File: src/rtl/alu_pkg.sv
`default_nettype none
// ============================================================================
// Module      : alu_pkg
// Description : Shared opcode constants, legality check and sequencer state
//               encoding for the registered 32-bit ALU and its initiator.
// Revision    : 1.0 - initial release
// ============================================================================
package alu_pkg;

    // ALU opcodes; 110 and 111 are undefined and produce 0 in the ALU
    localparam logic [2:0] OP_ADD = 3'b000;
    localparam logic [2:0] OP_AND = 3'b001;
    localparam logic [2:0] OP_OR  = 3'b010;
    localparam logic [2:0] OP_MUL = 3'b011;
    localparam logic [2:0] OP_SUB = 3'b100;
    localparam logic [2:0] OP_SLT = 3'b101;

    // Sequencer states: one issue cycle, one capture cycle, then the response
    typedef enum logic [1:0] {
        IDLE    = 2'd0,
        ISSUE   = 2'd1,
        CAPTURE = 2'd2,
        RESP    = 2'd3
    } state_t;

    // Every opcode up to and including SLT is defined by the ALU
    function automatic logic is_legal_op(input logic [2:0] op);
        return (op <= OP_SLT);
    endfunction

endpackage
`default_nettype wire

File: src/rtl/alu_op_sequencer.sv
`default_nettype none
// ============================================================================
// Module      : alu_op_sequencer
// Description : Initiator-side controller for the registered ALU. Accepts a
//               command, drives the operand bus, waits out the ALU's one-cycle
//               latency, captures the result and returns it with zero and
//               illegal flags. Supports chaining the previous result into A.
// Revision    : 1.0 - initial release
// ============================================================================
module alu_op_sequencer
    import alu_pkg::*;
#(
    parameter int DATA_W  = 32,
    parameter int COUNT_W = 16
) (
    input  logic               CLK,
    input  logic               RST_N,
    input  logic               cmd_valid,
    output logic               cmd_ready,
    input  logic [2:0]         cmd_op,
    input  logic [DATA_W-1:0]  cmd_a,
    input  logic [DATA_W-1:0]  cmd_b,
    input  logic               cmd_chain,
    output logic [DATA_W-1:0]  alu_a,
    output logic [DATA_W-1:0]  alu_b,
    output logic [2:0]         alu_sel,
    input  logic [DATA_W-1:0]  alu_r,
    output logic               rsp_valid,
    input  logic               rsp_ready,
    output logic [DATA_W-1:0]  rsp_result,
    output logic               rsp_zero,
    output logic               rsp_illegal,
    output logic               busy,
    output logic [COUNT_W-1:0] op_count
);

    state_t              r_state;
    state_t              w_state_nxt;
    logic                r_illegal;
    logic [DATA_W-1:0]   r_last_result;
    logic [DATA_W-1:0]   w_capt_val;
    logic                w_accept;
    logic                w_capture;
    logic                w_consume;

    // State register
    always_ff @(posedge CLK or negedge RST_N) begin
        if (!RST_N) begin
            r_state <= IDLE;
        end else begin
            r_state <= w_state_nxt;
        end
    end

    // Next-state decode plus handshake strobes derived from the current state
    always_comb begin
        w_state_nxt = r_state;
        cmd_ready   = 1'b0;
        busy        = 1'b1;
        w_accept    = 1'b0;
        w_capture   = 1'b0;
        w_consume   = 1'b0;
        case (r_state)
            IDLE: begin
                cmd_ready = 1'b1;
                busy      = 1'b0;
                if (cmd_valid) begin
                    w_accept    = 1'b1;
                    w_state_nxt = ISSUE;
                end
            end
            ISSUE: begin
                w_state_nxt = CAPTURE;
            end
            CAPTURE: begin
                w_capture   = 1'b1;
                w_state_nxt = RESP;
            end
            RESP: begin
                if (rsp_ready) begin
                    w_consume   = 1'b1;
                    w_state_nxt = IDLE;
                end
            end
            default: begin
                w_state_nxt = IDLE;
            end
        endcase
    end

    // An illegal opcode still runs through the ALU, but its output is discarded
    assign w_capt_val = r_illegal ? '0 : alu_r;

    // Operand bus: loaded on accept, held at the last issued values otherwise
    always_ff @(posedge CLK or negedge RST_N) begin
        if (!RST_N) begin
            alu_a     <= '0;
            alu_b     <= '0;
            alu_sel   <= OP_ADD;
            r_illegal <= 1'b0;
        end else if (w_accept) begin
            alu_a     <= cmd_chain ? r_last_result : cmd_a;
            alu_b     <= cmd_b;
            alu_sel   <= cmd_op;
            r_illegal <= !is_legal_op(cmd_op);
        end
    end

    // Response channel: captured once, held until consumed
    always_ff @(posedge CLK or negedge RST_N) begin
        if (!RST_N) begin
            rsp_result    <= '0;
            r_last_result <= '0;
            rsp_zero      <= 1'b0;
            rsp_illegal   <= 1'b0;
            rsp_valid     <= 1'b0;
        end else if (w_capture) begin
            rsp_result    <= w_capt_val;
            r_last_result <= w_capt_val;
            rsp_zero      <= (w_capt_val == '0);
            rsp_illegal   <= r_illegal;
            rsp_valid     <= 1'b1;
        end else if (w_consume) begin
            rsp_valid     <= 1'b0;
        end
    end

    // Completed-operation counter, wraps naturally at its width
    always_ff @(posedge CLK or negedge RST_N) begin
        if (!RST_N) begin
            op_count <= '0;
        end else if (w_consume) begin
            op_count <= op_count + 1'b1;
        end
    end

endmodule
`default_nettype wire

File: config.mk
export PLATFORM = sky130hd
export DESIGN_NAME = alu_op_sequencer
export DESIGN_NICKNAME = d
export VERILOG_FILES = /design/src/rtl/alu_pkg.sv /design/src/rtl/alu_op_sequencer.sv
export SDC_FILE = /design/constraint.sdc
export NUM_CORES = 1
export LEC_CHECK = 0
export CORE_MARGIN = 2
export CORE_UTILIZATION = 34
export DETAILED_ROUTE_END_ITERATION = 6
export GPL_TIMING_DRIVEN = 0
export PLACE_DENSITY_LB_ADDON = 0.25
export RECOVER_POWER = 100
export SYNTH_ARGS = -nofsm -noshare
export SYNTH_HDL_FRONTEND = slang
export SYNTH_SLANG_ARGS = --single-unit
File: constraint.sdc
create_clock -name CLK -period 1.7 [get_ports CLK]
set_clock_uncertainty 0.1 [all_clocks]
set_input_delay 0.17 -clock CLK [delete_from_list [all_inputs] [get_ports CLK]]
set_output_delay 0.17 -clock CLK [all_outputs]
set_load 0.05 [all_outputs]
==> results.md <==
- Syn Nets: 553
- Min Clock Period, post-route: about 1.7 ns
- Row count: 45
- H-tree Lvls: 4
- Synthesized instance count: around 440
- Fraction of layout cells with a size suffix above 1: 16.1%
- Post-route clock period utilization: a little under 100%
- Path class of the lowest-slack min-delay path: in2reg
- Critical path's slowest cell: sky130_fd_sc_hd__dlygate4sd2_1
- Headroom to the max-slew limit: 45.9%
- Basic-gate share of the synthesized area counting and, or, nand and nor cells: between 10% and 20%
- Syn Area/Cell: 11.6 sq um
- Total negative slack: 0 ns
- Post-place setup slack: -0.318 ns
- Via count of the first global-routing pass: around 4400
- Launching element type of the critical path: flop
- Placeable Area: between 0.015 and 0.02 sq mm
- CTS sink count: 121
- Crit path cell chain: dlygate4sd2_1
- Worst Hold Depth: 3
- Antenna fix cells: 0
- Max capacitance violation total: 0
- Category of the worst setup path capture point: output port
- Initial detailed-routing violation count: roughly 180
- Distinct cell type count of the synthesized netlist: 29
- Largest family of logic cells by synthesized area: multiplexers
- Clock root buffer: sky130_fd_sc_hd__clkbuf_16
- Overall overflow remaining after global route: 0
- Final number of max-transition violations: 0
- Via total after detailed routing: between 4000 and 5000
- Initial core utilization: about a third
- Most frequent cells in the layout: sky130_fd_sc_hd__dfrtp_1 (118), sky130_fd_sc_hd__dlygate4sd2_1 (113), sky130_fd_sc_hd__clkdlybuf4s50_1 (101), sky130_fd_sc_hd__o21ai_0 (66), sky130_fd_sc_hd__nand2_1 (39)
- Global Route Usage Sum: 19.3%
- Xor-xnor portion of the synthesized cell area: under 10%
- Stages on the worst setup path: 1
- Total Die Area: between 0.015 and 0.02 sq mm
- Power per standard cell area: ~2200 mW/mm^2
- Dominant delay contributor by cell family on the critical path: buffers and inverters
- Final count of negative-setup-slack endpoints: 0
- Yosys warning count: 0
- Clock input transition at the sequential cells of the worst setup and hold paths: around 0.060 ns
- Die height: 127 microns
- Layout overhead on the synthesized area: 60.7%
- WS Path Type: reg2out
- Largest cells by area after synthesis: sky130_fd_sc_hd__dfrtp_1 (59%), sky130_fd_sc_hd__mux2_2 (8.3%), sky130_fd_sc_hd__o21ai_0 (6.4%)
- Count of state elements after synthesis: about 120
- Data required, critical path: roughly 1.4 ns
- Number of antenna violations at the first check in global routing: 0
- Actual transition at the worst max-transition pin: 0.811 ns
- Top-area cell type share of the netlist area: 58.6%
- Outcome: finished clean
- Sum of buffers and inverters on the critical path: 1
- Ports placed on the boundary: between 200 and 250
- Number of nets in the final layout: ~800
- CTS tree: built
- Number of optimization iterations in the first detailed-route pass: 4
- TritonCTS Buffers: 17
- Worst-case reg-to-reg path depth: 6
- Worst path max stage delay: ~0.58 ns
- Leakage dissipation: between 0.003 and 0.004 uW
- Final wirelength: approximately 15000 microns
- Remaining routing DRC violations: 0
- Source-to-sink clock delay at the later pin of the worst-skew pair: ~0.41 ns
- Sequential fraction of the synthesis area: 58.6%
- Tot Pwr: around 18000 uW
- Post-DP HPWL: about 11000 microns
- Buffer depth of the longest clock path: 2
- Predominant post-synthesis flop cell: sky130_fd_sc_hd__dfrtp_1
- Post-synthesis mux area share: roughly 14%
- Final hold slack: approximately 0.12 ns
- Routed via count divided by cell count: about 4.8
- Die width: 127 microns
- Smallest setup slack after layout: between 0.04 and 0.05 ns
- Peak supply drop: around 1.1 mV
- Data arrival at the endpoint of the critical path: approximately 1.4 ns
- Utilization after layout: 55.3%
- Maximum number of pins on one net before global-route repair: 67
- Proportion of synthesized flip-flops having asynchronous set or reset: 100%
- Final hold viol count: 0
- Largest fanout on the critical path: 3
- RePlAce Congestion: 0.741
- Post-synthesis compound-gate area fraction: 6.90%
- Count of flip-flops with a built-in enable after synthesis: 0
- Area of the mapped netlist: 0.00517 sq mm
- Setup repair after global routing missed its margin: true
- Fmax: 0.603 GHz
- Count of antenna-violating nets left after detailed routing: 0
- Wire length of the first global-routing pass: roughly 24000 microns
- Avg WL per Cell: 17.3 microns
- Cell accounting for the most synthesized area: sky130_fd_sc_hd__dfrtp_1
- Most common library cell in the layout ignoring fill and taps: sky130_fd_sc_hd__dfrtp_1
- Share of synthesized cell area in full adder, half adder and majority cells: between 1 and 1.5%
- Number of port buffers: around 220
==> final cells by class <==
class,instances,area (sq um)
buffer,25,159
clock buffer,18,429
clock inverter,14,196
fill,1346,6730
inverter,37,143
multi-input combinational,261,1950
sequential,121,3030
tap,188,235
timing repair buffer,230,2170
==> flip-flops by register name, summed over array words and instances, names as in the netlist <==
name           flops
alu_sel            3
r_last_result     32
alu_b             32
rsp_zero           1
r_state            2
r_illegal          1
op_count          16
alu_a             32
rsp_illegal        1
rsp_valid          1
==> layer usage <==
| metal | GRT usage (%) | wire (microns) | vias to the layer above |
|---|---|---|---|
| li1 | - | - | 2021 |
| met1 | 26.1 | 7000 | 2055 |
| met2 | 30.3 | 7150 | 178 |
| met3 | 5.15 | 1090 | 17 |
| met4 | 6.53 | 214 | 0 |
| met5 | 0 | 0 | - |
==> synth_stat cells (2+ instances only) <==
master and count:
sky130_fd_sc_hd__and4_1 2, sky130_fd_sc_hd__buf_2 11, sky130_fd_sc_hd__clkbuf_1 14, sky130_fd_sc_hd__dfrtp_1 121, sky130_fd_sc_hd__ha_1 5, sky130_fd_sc_hd__inv_1 37, sky130_fd_sc_hd__mux2_2 38, sky130_fd_sc_hd__mux2i_1 32
sky130_fd_sc_hd__nand2_1 40, sky130_fd_sc_hd__nand3_1 6, sky130_fd_sc_hd__nand3b_1 32, sky130_fd_sc_hd__nand4_1 4, sky130_fd_sc_hd__nor4_1 8, sky130_fd_sc_hd__o21ai_0 66, sky130_fd_sc_hd__xnor2_1 13, sky130_fd_sc_hd__xor2_1 2
==> path summary, 6_finish.rpt <==
check,start,end,slack (ns)
worst max-delay path,r_last_result[31],rsp_result[31],0.04
worst min register to register,rsp_valid,rsp_valid,0.38
min in group asynchronous,RST_N,alu_b[1],0.33
worst max register to register,r_state[1],op_count[11],0.07
worst min-delay path,cmd_chain,alu_a[1],0.12
max in group asynchronous,RST_N,op_count[0],0.35
==> kinds of logic (layout without fill, tap and decap cells) <==
| group | Yosys count | in the layout |
|---|---|---|
| simple gates | 101 | 101 |
| fa+ha+maj | 5 | 5 |
| compound gates | 70 | 70 |
| flops | 121 | 121 |
| buf+inv | 62 | 324 |
| mux | 70 | 70 |
| xor+xnor | 15 | 15 |
==> power breakdown <==
group / internal, uW / switching [uW]
Combinational: 2760 / 6390
Sequential: 4140 / 799
Clock: 2460 / 1340
==> what timing repair did <==
action                                 CTS  global route
setup endpoints to repair              208            69
hold buffers                             1             0
buffers inserted                         3             2
cloned                                   1             1
gates resized for setup                146            21
pin swaps                                0             1
endpoints found under the hold margin   55             0
==> through the flow <==
step                instances  area (sq um)
finish                    894          8310
global route              894          8310
CTS                       892          8260
detailed placement        855          7690
global placement          854          7660
floorplan                 444          5200
No activity file was read; power rests on OpenSTA's default activity.
